===== src/rtl/insn_fetch_decode.sv =====
// Fetches opcode (+ optional immediate) bytes over mem req/ack, decodes them and issues to execute.
// Zero-wait latency: valid 1 cycle after the opcode fetch (2 with imm); outputs hold while !insn_ready.
module insn_fetch_decode #(
  parameter int                ADDR_W     = 8,
  parameter int                INSN_COUNT = 12,
  parameter logic [ADDR_W-1:0] RESET_PC   = '0
) (
  input  logic                  clk,
  input  logic                  rst_n,
  output logic                  mem_req,
  output logic [ADDR_W-1:0]     mem_addr,
  input  logic                  mem_ack,
  input  logic [7:0]            mem_rdata,
  output logic                  insn_valid,
  input  logic                  insn_ready,
  output logic [INSN_COUNT-1:0] insn_en,
  output logic [2:0]            insn_reg,
  output logic [7:0]            insn_imm,
  output logic                  insn_has_imm,
  output logic [ADDR_W-1:0]     insn_pc,
  output logic                  insn_illegal,
  input  logic                  redirect_en,
  input  logic [ADDR_W-1:0]     redirect_addr
);

  localparam logic [1:0] IDLE      = 2'd0;
  localparam logic [1:0] FETCH_OP  = 2'd1;
  localparam logic [1:0] FETCH_IMM = 2'd2;
  localparam logic [1:0] ISSUE     = 2'd3;

  typedef struct packed {
    logic [INSN_COUNT-1:0] en;
    logic [2:0]            rsel;
    logic [7:0]            imm;
    logic                  has_imm;
    logic [ADDR_W-1:0]     pc;
    logic                  illegal;
  } dec_t;

  logic [1:0]        state_q, state_d;
  logic [ADDR_W-1:0] pc_q, pc_d;
  logic [ADDR_W-1:0] tgt_q, tgt_d;
  logic              flush_pending_q, flush_pending_d;
  logic [7:0]        op_q, op_d;
  logic [ADDR_W-1:0] op_pc_q, op_pc_d;
  dec_t              dec_q, dec_d;

  function automatic dec_t decode(input logic [7:0] b, input logic [7:0] imm,
                                  input logic [ADDR_W-1:0] pc);
    dec_t d;
    d = '0;
    for (int i = 0; i < INSN_COUNT; i++) begin
      d.en[i] = (b[7:4] == 4'(i));
    end
    d.illegal = ({1'b0, b[7:4]} >= 5'(INSN_COUNT));
    d.rsel    = b[2:0];
    d.has_imm = b[3];
    d.imm     = b[3] ? imm : 8'h00;
    d.pc      = pc;
    return d;
  endfunction

  always_comb begin
    state_d         = state_q;
    pc_d            = pc_q;
    tgt_d           = tgt_q;
    flush_pending_d = flush_pending_q;
    op_d            = op_q;
    op_pc_d         = op_pc_q;
    dec_d           = dec_q;
    case (state_q)
      IDLE: begin
        if (redirect_en) pc_d = redirect_addr;
        state_d = FETCH_OP;
      end
      FETCH_OP, FETCH_IMM: begin
        // The request address must stay put until ack, so a redirect target waits in tgt_q.
        if (mem_ack && (flush_pending_q || redirect_en)) begin
          pc_d            = redirect_en ? redirect_addr : tgt_q;
          flush_pending_d = 1'b0;
          state_d         = FETCH_OP;
        end else if (redirect_en) begin
          tgt_d           = redirect_addr;
          flush_pending_d = 1'b1;
        end else if (mem_ack) begin
          pc_d = pc_q + ADDR_W'(1);
          if (state_q == FETCH_OP) begin
            op_d    = mem_rdata;
            op_pc_d = pc_q;
            if (mem_rdata[3]) begin
              state_d = FETCH_IMM;
            end else begin
              dec_d   = decode(mem_rdata, 8'h00, pc_q);
              state_d = ISSUE;
            end
          end else begin
            dec_d   = decode(op_q, mem_rdata, op_pc_q);
            state_d = ISSUE;
          end
        end
      end
      default: begin
        // Accept and redirect together: the instruction is consumed, the target is fetched next.
        if (redirect_en || insn_ready) begin
          if (redirect_en) pc_d = redirect_addr;
          dec_d   = '0;
          state_d = FETCH_OP;
        end
      end
    endcase
  end

  always_ff @(posedge clk or negedge rst_n) begin
    if (!rst_n) begin
      state_q         <= IDLE;
      pc_q            <= RESET_PC;
      tgt_q           <= '0;
      flush_pending_q <= 1'b0;
      op_q            <= '0;
      op_pc_q         <= '0;
      dec_q           <= '0;
    end else begin
      state_q         <= state_d;
      pc_q            <= pc_d;
      tgt_q           <= tgt_d;
      flush_pending_q <= flush_pending_d;
      op_q            <= op_d;
      op_pc_q         <= op_pc_d;
      dec_q           <= dec_d;
    end
  end

  assign mem_req      = (state_q == FETCH_OP) || (state_q == FETCH_IMM);
  assign mem_addr     = pc_q;
  assign insn_valid   = (state_q == ISSUE);
  assign insn_en      = dec_q.en;
  assign insn_reg     = dec_q.rsel;
  assign insn_imm     = dec_q.imm;
  assign insn_has_imm = dec_q.has_imm;
  assign insn_pc      = dec_q.pc;
  assign insn_illegal = dec_q.illegal;

endmodule


===== config.mk =====
export PLATFORM = sky130hd
export DESIGN_NAME = insn_fetch_decode
export DESIGN_NICKNAME = d
export VERILOG_FILES = /design/src/rtl/insn_fetch_decode.sv
export SDC_FILE = /design/constraint.sdc
export NUM_CORES = 1
export LEC_CHECK = 0
export ABC_AREA = 1
export CAP_MARGIN = 10
export CORE_ASPECT_RATIO = 1.1
export CORE_MARGIN = 2
export CORE_UTILIZATION = 42
export DETAILED_ROUTE_END_ITERATION = 16
export PLACE_DENSITY = 0.74
export SLEW_MARGIN = 40
export SYNTH_ARGS = -nofsm -noshare
export SYNTH_HDL_FRONTEND = slang
export SYNTH_SLANG_ARGS = --single-unit

===== constraint.sdc =====
create_clock -name clk -period 2.3 [get_ports clk]
set_clock_uncertainty 0.05 [all_clocks]
set_input_delay 0.23 -clock clk [delete_from_list [all_inputs] [get_ports clk]]
set_output_delay 0.23 -clock clk [all_outputs]
set_load 0.005 [all_outputs]

## Word level (Yosys, flattened, before mapping)

Index checks and enable logic that the tools add are counted.
Widths: inputs -> output; s select.

- Register bits: 68
- Output and inout bits: 43
- Word-level logic and storage cells: 89

- Add/sub/neg operators: 1
- Reduce and logical (&&, ||, !) cells: 16
- $lt $le $gt $ge: 2
- Equal/unequal tests: 31
- Bitwise logic cells: 3
- Multiplexer cells: 24

Operators with widths:

| cell | count |
|---|---|
| $mux 33 | 6 |
| $pmux 33 s2 | 1 |
| $mux 8 | 7 |
| $eq 4x3->1 const B | 8 |
| $eq 4x4->1 const B | 8 |
| $eq 4x2->1 const B | 4 |
| $pmux 8 s2 | 1 |
| $mux 2 | 5 |
| $ne 3x3->1 const B | 3 |
| $add 8x1->8 const B | 1 |
| $eq 4x1->1 const B | 2 |
| $ge 4x4->1 const B | 2 |
| $logic_not 4->1 | 2 |
| $ne 2x2->1 const B | 3 |
| $reduce_and 6->1 | 1 |
| $reduce_and 5->1 | 1 |
| $eq 2x2->1 const B | 2 |
| $pmux 2 s2 | 1 |
| $reduce_and 2->1 | 2 |
| $reduce_bool 2->1 | 2 |
| $logic_or 1x1->1 | 3 |
| $mux 1 | 3 |
| $not 1->1 | 3 |
| $reduce_and 3->1 | 1 |
| 5 further kinds | 5 |

## Depth between registers and ports, before layout

Gate-level depths: netlist of run 1.

- Depth in word-level cells: 7
- Gate-level depth with buffers: 10

## Worst setup path before layout of run 1

OpenSTA, ideal clock, no wires.

- Path type: reg-to-reg
- Start point: register state_q[0]
- End point: register dec_q, in the netlist insn_en[5]
- Data required time: 2.131 ns
- Path slack: 0.555 ns
- Path buffers: 1
- Arrival: 1.577 ns
- Setup time: 0.119 ns
- Stages on the path, launching flop included: 10
- Path through: dfrtp_1 inv_1 ha_1 inv_2 nand2_2 o21ai_2 nor2_4 nand2_4 buf_6 o21ai_2

- Word-level cells in the longest chain between the ends: 6
- Elaborated cells on any way between the ends: 16

RTL lines:

| item | RTL line | text |
|---|---|---|
| from (decl) | 40 | `logic [1:0] state_q, state_d;` |
| from (signal assigned) | 123 | `state_q <= state_d;` |
| $eq 2x1->1 | 71, 87 |  |
| $mux 33 | 87 | `if (state_q == FETCH_OP) begin` |
| $mux 33 | 85 | `end else if (mem_ack) begin` |
| $mux 33 | 82 | `end else if (redirect_en) begin` |
| $mux 33 | 78 | `if (mem_ack && (flush_pending_q \|\| redirect_en)) begin` |
| $pmux 33 s2 | 71 | `case (state_q)` |
| to (signal assigned) | 121 | `dec_q <= '0;` |
| to (signal assigned) | 129 | `dec_q <= dec_d;` |
| to (decl) | 46 | `dec_t dec_q, dec_d;` |

Parallel ways exist; a longest one is shown, timed or not. The select of a mux whose other input is x is not followed.
A chain may end at the register's enable or synchronous reset.

## Worst setup path after layout of run 1

- Start point: register state_q[0]
- End point: output port mem_req

- Word-level cells in the longest chain between the ends: 2
- Elaborated cells on any way between the ends: 3

RTL lines:

| item | RTL line | text |
|---|---|---|
| $eq 2x1->1 / $eq 2x2->1 (equally long branches) | 133 | `assign mem_req = (state_q == FETCH_OP) \|\| (state_q == FETCH_IMM);` |
| $logic_or 1x1->1 * | 133 |  |
| to (decl) | 10 | `output logic mem_req,` |

Every way passes the cells marked *; elsewhere a longest branch is shown, timed or not.

==> results of run 1 <==
[worst paths after layout]
kind / cells past startpoint / endpoint
min reg2reg: 2 / insn_en[10]$_DFFE_PN0P_
min in group clk: 3 / insn_imm[0]$_DFFE_PN0P_
min: 3 / insn_imm[0]$_DFFE_PN0P_
max reg2reg: 7 / mem_addr[2]$_DFFE_PN0P_
max in group asynchronous: 3 / insn_pc[7]$_DFFE_PN0P_
max: 4 / mem_req
[through the flow]
| stage | std cells | util, % | cell area [µm²] | total power [mW] |
|---|---|---|---|---|
| 6_report | 613 | 54.9 | 4540 | 6.51 |
| 2_1_floorplan | 431 | - | 3530 | 4.07 |
| 5_1_grt | 613 | 54.9 | 4540 | 7.05 |
| 3_5_place_dp | 596 | 51.5 | 4260 | 5.22 |
| 3_3_place_gp | 596 | 51.5 | 4260 | 5.12 |
| 4_1_cts | 613 | 54.8 | 4540 | 6.55 |
[layer usage]
layer  vias to the layer above  GRT usage (%)  share of wire (%)
li1                       1529              -                  -
met1                      1378           24.1                 45
met2                        83           29.9                 47
met3                        10           4.13                6.0
met4                         0           8.28                1.4
met5                         -              0                  0
[cell usage in the layout (no fill, tap or decap), drive strengths merged, types with 2 or more instances in the layout]
cell type      count
a21oi             17
buf               11
bufinv             4
clkbuf            10
clkdlybuf4s50     62
dfrtp             68
ha                 5
inv               40
nand2            134
nand3             14
nand4              2
nor2              38
o211ai            12
o21ai             77
[area by class of cell]
type | count | area (µm²) | share of cell area [%]
repair buffers | 74 | 752 | 16.6
clock buffers | 10 | 128 | 2.81
clock inverters | 6 | 136 | 3.00
inverters | 40 | 150 | 3.31
well taps | 111 | 139 | 3.06
multi-input cells | 304 | 1530 | 33.8
flip-flops and latches | 68 | 1700 | 37.5
[worst max-delay path, stage by stage (launching register included)]
cell and delay [ps]:
dfrtp_1 400, inv_1 80, ha_1 330, buf_6 220
clkdlybuf4s50_1 540
[cell families after synthesis]
group           synth area share (%)
compound gates                  19.2
buf+inv                         8.27
fa+ha+maj                       1.77
mux                            0.284
flops                           48.2
xor+xnor                       0.248
simple gates                    22.0
[repair_timing]
action	4_1_cts	5_1_grt
hold endpoints to repair	68	0
hold buffers	1	0
endpoints found under the setup margin	0	1
resized for setup	0	1
[power by group]
group          switching [mW]  leakage [nW]  internal [mW]  total, mW
registers               0.372         0.869           1.72       2.09
logic                    1.71          1.09           1.40       3.11
clock network           0.480         0.127          0.832       1.31
==> flow_summary.toml, run 1 <==
[status]
status = "completed"

[sta]
setup_viol = 0
fin_tns_setup_ps = 0
fin_crit_ps = 2200
min_period_over_period_pct = 95.8
worst_slew_pin_slew_ps = 537
rsz0062_at_grt = "false"
fmax_mhz = 454
setup_slack_ps = 96.9
hold_viol_final = 0
slew_viol_final = 0
relSlewSlack_pct = 63.8
finalHoldWorstSlack_ps = 362

[global_route]
grt_usage_pct = 18.5
grt_antenna_before_repair = 0
grt_pass1_vias = 2912
grt_pass1_wl_um = 13500
grt_start_max_net_pins = 69
gr-total-overflow = 0

[cts]
tritoncts = "done"
cts_sinks = 68
clock-root-buffer = "clkbuf_8"
cts.path.max_buffers = 2
cts_buffers = 9
clk_pin_slew_ps = 80
clock_latency_ps = 350
cts_setup_buffers = 0
cts-htree-levels = 3

[yosys]
synth_top_area_share_pct = 48.2
synthCells = 431
yosys-top-cells-count = "125 x nand2_1, 68 x dfrtp_1, 45 x o21ai_0, 38 x inv_1, 36 x nor2_1"
synth_cell_type_count = 27
ys_ff_latch = 68
synth-seq-area-share_pct = 48.2
synthFlopType = "dfrtp_1"
ys_top_cells_by_area = "dfrtp_1 48%, nand2_1 13%, o21ai_2 7.0%, o21ai_0 6.4%, inv_1 4.0%"
avgSynthCellArea_um2 = 8.18
syn-num-nets = 457
syn_area_mm2 = 0.00353
synthMostInstantiatedCell = "nand2_1"
ys_warn_count = 0
yosysTopAreaCell = "dfrtp_1"
synth_edf_count = 0
async_reset_ff_share_pct = 100

[cells_and_area]
antenna_cells = 0
syn2layout_area_growth_pct = 28.7
drive_gt1_share_pct = 13.7
fillers = 734
nNetsFinal = 523
largest_reg_flops = 12

[power_and_ir_drop]
power_leakage_nw = 2.09
ir_drop_v = 0.000579
p_per_area_mw_per_mm2 = 1430

[critical_path]
path_max_fanout = 23
crit_start = "state_q[0]$_DFFE_PN0P_"
r2r_setup_slack_ps = 300
path_class = "reg -> out"
crit_path_end_kind = "output port"
start_kind = "register"
arrival_ps = 1920
worstPathRequired_ps = 2020
r2r_start = "state_q[0]$_DFFE_PN0P_"

[detailed_routing]
vias = 3000
via_per_inst = 4.89
first_pass_iters = 4
drc = 0
postRouteAntennaNets = 0
detail_route.iter0.violations = 206
totalWireLength_um = 7820
wire_per_inst_um = 12.8

[place]
numPortBuffers = 63
dpl_worst_slack_ps = 272
place.gp.congestion = 0.898
hpwl_um = 5610

[die]
design.core.area_mm2 = 0.00828
die_area_mm2 = 0.00915
num_io_pins = 64
initial_core_util_pct = 42.6
placementRows = 35
die_w_um = 91.4
die_h_um = 100

[flow_run]
maxCapViolCount = 0

[min_path]
min_path_type = "in -> async"
Power figures use the tool's default switching activity.
==> inputs of run 2 (changes only) <==
Settings changed: CORE_UTILIZATION 42 to 50, PLACE_DENSITY 0.74 to 0.85, REMOVE_ABC_BUFFERS set to 1.
==> flow_summary.toml, run 2 (synthesized netlist as in run 1, its figures left out) <==
[status]
status = "completed"

[detailed_routing]
first_pass_iters = 4
wire_per_inst_um = 13.9
via_per_inst = 5.22
detail_route.iter0.violations = 207
totalWireLength_um = 8180
vias = 3063
postRouteAntennaNets = 0
drc = 0

[cells_and_area]
design_area_mm2 = 0.00445
layout_commonest_cell = "nand2_1"
antenna_cells = 0
drive_gt1_share_pct = 13.7
final_cell_mix = "125 x nand2_1, 68 x dfrtp_1, 62 x clkdlybuf4s50_1"
nNetsFinal = 523
largest_reg_flops = 12
syn2layout_area_growth_pct = 26.1

[cts]
cts_sinks = 68
tritoncts = "done"
cts_buffers = 9
cts_setup_buffers = 0
clock-root-buffer = "clkbuf_8"
cts-htree-levels = 3
cts.path.max_buffers = 2
clock_latency_ps = 350
clk_pin_slew_ps = 80

[die]
die_area_mm2 = 0.00774
design.core.area_mm2 = 0.00693
placementRows = 32
initial_core_util_pct = 50.9
num_io_pins = 64
die_h_um = 92.1
die_w_um = 84.1

[sta]
fin_crit_ps = 2230
fmax_mhz = 448
hold_viol_final = 0
relSlewSlack_pct = 57.4
min_period_over_period_pct = 97.1
fin_tns_setup_ps = 0
setup_viol = 0
finalHoldWorstSlack_ps = 376
slew_viol_final = 0
worst_slew_pin_slew_ps = 639
setup_slack_ps = 67.5

[critical_path]
r2r_setup_slack_ps = 230
arrival_ps = 1950
crit_family = "buffers and inverters"
path_class = "reg -> out"
crit_buf_inv = 3
path_max_fanout = 23
crit_chain = "inv_1 > ha_1 > buf_8 > clkdlybuf4s50_1"
cpPeakStageDelay_ps = 540
crit_path_end_kind = "output port"
worstPathRequired_ps = 2020
r2r_cells = 10
r2r_end = "insn_reg[2]$_DFFE_PN0P_"
r2r_start = "state_q[0]$_DFFE_PN0P_"
crit_slowest_cell = "clkdlybuf4s50_1"
crit_start = "state_q[0]$_DFFE_PN0P_"
start_kind = "register"

[power_and_ir_drop]
ir_drop_v = 0.000766
switchingPower_mw = 2.58
p_int_mw = 3.62
combPwrFrac_pct = 51.0
sw_frac_of_total_pct = 41.6
power_leakage_nw = 2.06
clkPwrFrac_pct = 15.3
p_per_area_mw_per_mm2 = 1400
power_frac_seq_pct = 33.7

[global_route]
grt_start_max_net_pins = 33
grt_pass1_wl_um = 13900
grt_usage_pct = 22.4
gr-total-overflow = 0
grt_pass1_vias = 3042
grt_antenna_before_repair = 0

[place]
place.gp.congestion = 0.858
hpwl_um = 5910
dpl_worst_slack_ps = 242
numPortBuffers = 63
placed_area_mm2 = 0.00424

[flow_run]
maxCapViolCount = 0

[min_path]
min_path_type = "in -> async"
run 2: worst register-to-register path, cell delays in order, from the launching register on:
cell and delay (ps):
dfrtp_1 420, inv_1 90, ha_1 350, inv_2 160
nand2_2 90, o21ai_2 170, nor2_4 60, nand2_4 240
buf_12 220, nand2_1 100, o21ai_2 60
run 2: routing by layer:
| layer | track usage, % | share of wire, % |
|---|---|---|
| met1 | 28.2 | 45 |
| met5 | 0 | 0 |
| met2 | 38.1 | 49 |
| met4 | 10.5 | 1.8 |
| met3 | 3.24 | 4.8 |
run 2: cell type report:
type	count	area, µm²
Fill cell	595	2480
Multi-Input combinational cell	304	1540
Timing Repair Buffer	74	768
Inverter	40	150
Sequential cell	68	1700
Clock inverter	5	52.6
Clock buffer	11	131
Tap cell	85	106
run 2: worst max-delay path by stage:
stage	slack [ps]	depth (start not counted)	endpoint
4_1_cts	20	4	mem_req
3_5_place_dp	240	8	mem_addr[6]$_DFFE_PN0P_
6_report	70	4	mem_req
3_3_place_gp	300	8	mem_addr[1]$_DFFE_PN0P_
5_1_grt	-30	4	mem_req
2_1_floorplan	-200	9	insn_en[10]$_DFFE_PN0P_
run 2: power by group through the flow:
stage	Clock [mW]	Sequential, mW	Combinational, mW
5_1_grt	1.02	2.15	3.55
3_3_place_gp	0	2.08	3.04
6_report	0.949	2.09	3.17
3_5_place_dp	0	2.10	3.13
2_1_floorplan	0	2.06	1.80
4_1_cts	0.963	2.09	3.16
run 2: timing repair:
item / CTS / global route
hold buffers: 1 / 0
resized for setup: 0 / 3
setup endpoints to repair: 0 / 7
endpoints found under the hold margin: 23 / 0
run 2: metrics by stage:
step / instances / total power, mW / util (%)
after global placement: 570 / 5.12 / 61.3
after floorplan: 412 / 3.86 / -
after CTS: 587 / 6.21 / 64.1
after global routing: 587 / 6.72 / 64.2
final: 587 / 6.21 / 64.2
after detailed placement: 570 / 5.23 / 61.3
